==> src/rtl/ef_i2s_capture_ctrl.sv <==
// I2S capture sequencer: flushes the receive FIFO, waits for a trigger, then
// streams capture_len FIFO words through a one-entry output register.
module ef_i2s_capture_ctrl #(
  parameter int CW = 16
) (
  input  logic          clk,
  input  logic          rst,
  input  logic          start,
  input  logic          stop,
  input  logic [1:0]    trig_mode,
  input  logic [CW-1:0] capture_len,
  input  logic          vad_flag,
  input  logic          avg_flag,
  output logic          i2s_en,
  output logic          fifo_flush,
  output logic          fifo_rd,
  input  logic          fifo_empty,
  input  logic          fifo_full,
  input  logic [31:0]   fifo_rdata,
  output logic          m_valid,
  input  logic          m_ready,
  output logic [31:0]   m_data,
  output logic          m_last,
  output logic          busy,
  output logic          done,
  output logic          overrun,
  output logic [2:0]    state
);

  typedef enum logic [2:0] {
    S_IDLE    = 3'd0,
    S_FLUSH   = 3'd1,
    S_ARM     = 3'd2,
    S_CAPTURE = 3'd3,
    S_DRAIN   = 3'd4,
    S_DONE    = 3'd5
  } state_t;

  state_t        state_q, state_d;
  logic          m_valid_q, m_valid_d;
  logic          m_last_q, m_last_d;
  logic          overrun_q, overrun_d;
  logic [31:0]   m_data_q, m_data_d;
  logic [CW-1:0] cnt_q, cnt_d, cnt_inc;
  logic          trig_hit, pop, last_pop;

  always_comb begin
    case (trig_mode)
      2'b01:   trig_hit = vad_flag;
      2'b10:   trig_hit = avg_flag;
      default: trig_hit = 1'b1;
    endcase
  end

  // Counter saturates so continuous mode can never alias back onto capture_len.
  assign cnt_inc  = (cnt_q == '1) ? cnt_q : cnt_q + CW'(1);
  assign last_pop = (capture_len != '0) && (cnt_inc == capture_len);

  // On the trigger cycle the head word belongs to the capture, so ARM leaves it.
  always_comb begin
    fifo_rd = 1'b0;
    case (state_q)
      S_ARM:     fifo_rd = !fifo_empty && !trig_hit;
      S_CAPTURE: fifo_rd = !fifo_empty && (!m_valid_q || m_ready);
      default:   fifo_rd = 1'b0;
    endcase
    if (stop || rst) fifo_rd = 1'b0;
  end

  assign pop = fifo_rd && (state_q == S_CAPTURE);

  always_comb begin
    state_d   = state_q;
    m_valid_d = m_valid_q;
    m_last_d  = m_last_q;
    m_data_d  = m_data_q;
    overrun_d = overrun_q;
    cnt_d     = cnt_q;
    case (state_q)
      S_IDLE: begin
        if (start && !stop) begin
          state_d   = S_FLUSH;
          overrun_d = 1'b0;
          cnt_d     = '0;
        end
      end
      S_FLUSH: state_d = S_ARM;
      S_ARM: begin
        if (trig_hit) state_d = S_CAPTURE;
      end
      S_CAPTURE: begin
        if (fifo_full) overrun_d = 1'b1;
        if (pop) begin
          m_data_d  = fifo_rdata;
          m_valid_d = 1'b1;
          m_last_d  = last_pop;
          cnt_d     = cnt_inc;
          if (last_pop) state_d = S_DRAIN;
        end else if (m_valid_q && m_ready) begin
          m_valid_d = 1'b0;
          m_last_d  = 1'b0;
        end
      end
      S_DRAIN: begin
        if (m_ready) begin
          m_valid_d = 1'b0;
          m_last_d  = 1'b0;
          state_d   = S_DONE;
        end
      end
      S_DONE:  state_d = S_IDLE;
      default: state_d = S_IDLE;
    endcase
    if (stop && (state_q != S_IDLE)) begin
      state_d   = S_IDLE;
      m_valid_d = 1'b0;
      m_last_d  = 1'b0;
    end
  end

  always_ff @(posedge clk) begin
    if (rst) begin
      state_q   <= S_IDLE;
      m_valid_q <= 1'b0;
      m_last_q  <= 1'b0;
      m_data_q  <= '0;
      overrun_q <= 1'b0;
      cnt_q     <= '0;
    end else begin
      state_q   <= state_d;
      m_valid_q <= m_valid_d;
      m_last_q  <= m_last_d;
      m_data_q  <= m_data_d;
      overrun_q <= overrun_d;
      cnt_q     <= cnt_d;
    end
  end

  assign i2s_en     = (state_q == S_FLUSH) || (state_q == S_ARM) || (state_q == S_CAPTURE);
  assign fifo_flush = (state_q == S_FLUSH);
  assign busy       = (state_q != S_IDLE);
  assign done       = (state_q == S_DONE);
  assign m_valid    = m_valid_q;
  assign m_last     = m_last_q;
  assign m_data     = m_data_q;
  assign overrun    = overrun_q;
  assign state      = state_q;

endmodule

==> config.mk <==
export PLATFORM = sky130hd
export DESIGN_NAME = ef_i2s_capture_ctrl
export DESIGN_NICKNAME = d
export VERILOG_FILES = /design/src/rtl/ef_i2s_capture_ctrl.sv
export SDC_FILE = /design/constraint.sdc
export NUM_CORES = 1
export LEC_CHECK = 0
export ABC_AREA = 1
export CAP_MARGIN = 25
export CORE_ASPECT_RATIO = 2
export CORE_MARGIN = 4
export CORE_UTILIZATION = 35
export CTS_CLUSTER_SIZE = 16
export DETAILED_ROUTE_END_ITERATION = 10
export PLACE_DENSITY_LB_ADDON = 0.08
export SLEW_MARGIN = 25
export SYNTH_ARGS = -nofsm -noshare
export SYNTH_HDL_FRONTEND = slang
export SYNTH_SLANG_ARGS = --single-unit
export TNS_END_PERCENT = 10
==> constraint.sdc <==
create_clock -name clk -period 2.8 [get_ports clk]
set_input_delay 0.56 -clock clk [delete_from_list [all_inputs] [get_ports clk]]
set_output_delay 0.56 -clock clk [all_outputs]
set_load 0.02 [all_outputs]
==> impl_metrics.env <==
export IMPL_area_growth_pct=42.6
export IMPL_netlist_area_um2=2960
export IMPL_grt_ovfl_total=0
export IMPL_post_drt_wl_per_cell_um=13.2
export IMPL_fin_util_pct=51.2
export IMPL_cp_start_kind="input port"
export IMPL_setup_tns_ns=0
export IMPL_arrival_ns=2.13
export IMPL_synth_top_family_by_area="simple AND/OR/NAND/NOR gates"
export IMPL_drtIter0Drc=129
export IMPL_worst_setup_path_end_kind="output port"
export IMPL_async_flop_share_pct=0
export IMPL_yosysWarnings=0
export IMPL_seqCellArea_um2=1080
export IMPL_max_cap_violations=0
export IMPL_ys_seq_area_share_pct=36.6
export IMPL_vias=3125
export IMPL_dieArea_um2=10100
export IMPL_status="completed"
export IMPL_grt_pass1_wl_um=13900
export IMPL_via_per_inst=4.77
export IMPL_drt_total_wl_um=8640
export IMPL_dieWidth_um=73.0
export IMPL_antenna_found_initial=0
export IMPL_detailed_place_hpwl_um=6720
export IMPL_setup_viol=0
export IMPL_first_pass_iters=4
export IMPL_grt_use_total_pct=17.7
export IMPL_synth_simple_area_share_pct=38.7
export IMPL_ir_drop_v=0.000447
export IMPL_fill_cells=849
export IMPL_p_per_area_nw_per_um2=443
export IMPL_tritoncts="built"
export IMPL_grt_setup_unrepaired="false"
export IMPL_max_freq_ghz=0.371
export IMPL_start_util_pct=35.9
export IMPL_drive_gt1_share_pct=7.18
export IMPL_worstMarginPinSlew_ns=0.654
export IMPL_synthCells=458
export IMPL_path_class="input port to output port"
export IMPL_grt_pass1_vias=3014
export IMPL_gp_congestion=0.804
export IMPL_cts_htree_levels=2
export IMPL_yosys_area_top_type="dfxtp_1"
export IMPL_placement_rows=47
export IMPL_numCtsBuffers=5
export IMPL_hold_class="register to register"
export IMPL_diodes=0
export IMPL_synthTopCellsByArea="dfxtp_1 (37%), nand2_1 (21%), a21oi_1 (9.5%)"
export IMPL_holdWs_ns=0.460
export IMPL_clock_sinks=54
export IMPL_final_setup_skew_ns=0.00524
export IMPL_cts_root_buf="clkbuf_16"
export IMPL_final_hold_viol_count=0
export IMPL_relSlewSlack_pct=56.3
export IMPL_min_period_over_period_pct=96.2
export IMPL_synth_compound_area_share_pct=12.3
export IMPL_cts_buffer_depth=2
export IMPL_synth_avg_cell_area_um2=6.45
export IMPL_synth_seq_cells=54
export IMPL_cp_required_ns=2.24
export IMPL_synthTopCellsByCount="nand2_1 (163), a21oi_1 (56), dfxtp_1 (54), inv_1 (43), nor2_1 (39)"
export IMPL_finalWorstPathRequiredPeriod_ns=2.69
export IMPL_ys_flop_type="dfxtp_1"
export IMPL_synthesis_nets=520
export IMPL_cp_max_fo=2
export IMPL_port_buffers=101
export IMPL_antenna_left=0
export IMPL_core_area_um2=8230
export IMPL_synth_area_mux_share_pct=0
export IMPL_multi_input_area_um2=1640
export IMPL_fin_nets=618
export IMPL_finalPower_uw=1870
export IMPL_drc=0
export IMPL_synth_adder_area_share_pct=1.27
export IMPL_path_clk_slew_ns=0.07
export IMPL_cts_hold_buf=0
export IMPL_synth_cell_types=31
export IMPL_synthMostInstantiatedCell="nand2_1"
export IMPL_synth_edff_count=0
export IMPL_synth_top_area_share_pct=36.6
export IMPL_fp_dieH_um=138
export IMPL_p_leak_uw=0.00164
export IMPL_grt_max_degree=51
export IMPL_clk_latency_ns=0.29
export IMPL_synth_xor_area_share_pct=2.92
export IMPL_ios=102
export IMPL_report_final_slew_viol_count=0
## metrics by stage
stage / std cells / area (um2) / setup WS (ns)
floorplan: 458 / 2960 / 0.637
global placement: 647 / 4060 / -0.381
detailed placement: 647 / 4060 / -0.407
CTS: 655 / 4210 / 0.0403
global route: 655 / 4210 / 0.0126
finish: 655 / 4210 / 0.107
## report_power, final
group	internal (uW)	switching [uW]	total [uW]
logic	203	232	435
registers	785	20.7	805
clock network	337	291	627
## worst max-delay path, cell delays in order
cell	delay (ns)
clkdlybuf4s50_1	0.49
inv_1	0.05
ha_1	0.28
a221oi_1	0.23
nand2_1	0.15
a21oi_1	0.21
buf_4	0.18
## layout make-up
type	instances	area share, %
Inverter	45	4.07
Clock buffer	5	2.97
Timing Repair Buffer	107	24.9
Sequential cell	54	25.7
Tap cell	98	2.91
Clock inverter	3	0.594
Multi-Input combinational cell	343	38.9
## state kept, by name, summed over array words and instances (netlist names)
signal	count
state	3
m_data	32
overrun	1
m_valid	1
cnt_q	16
m_last	1
## final timing paths
path,startpoint,end,slack (ns),depth (start not counted)
max,trig_mode[0],fifo_rd,0.11,7
min,m_data[23],m_data[23],0.46,2
max reg2reg,cnt_q[0],state[2],0.41,16
min reg2reg,m_data[23],m_data[23],0.46,2
## kinds of logic (layout without fill, tap and decap cells)
family,after synthesis,count (layout)
DFF,54,54
buffers and inverters,61,160
AOI/OAI and AO/OA,69,69
xor gates and xnor gates,9,9
and+or+nand+nor,262,262
adders and majority gates,3,3
## layer usage
| metal | GRT usage [%] | part of all wire, % | wire [um] |
|---|---|---|---|
| met1 | 17.6 | 37 | 3230 |
| met5 | 0 | 0 | 0 |
| met2 | 32.8 | 54 | 4620 |
| met4 | 8.83 | 3.5 | 304 |
| met3 | 4.57 | 5.6 | 485 |
## layout by cell type (no fill, tap or decap), drive strengths merged
cell	Yosys	layout
nor2	44	44
dfxtp	54	54
a211oi	1	1
o21ai	7	7
nor3	4	4
buf	5	8
a221oi	1	1
clkdlybuf4s50	0	99
a21oi	58	58
clkinvlp	0	1
clkinv	0	1
ha	3	3
nand3	29	29
inv	45	46
or2	1	1
xor2	5	5
nand4	6	6
nand2	173	173
o21bai	2	2
xnor2	4	4
clkbuf	11	5
nand3b	1	1
nor4	4	4
## what timing repair did
action	CTS	global route
resized for setup	4	1
setup buffers	0	0
setup endpoints to repair	1	1
(Power assumes the default switching activity.)
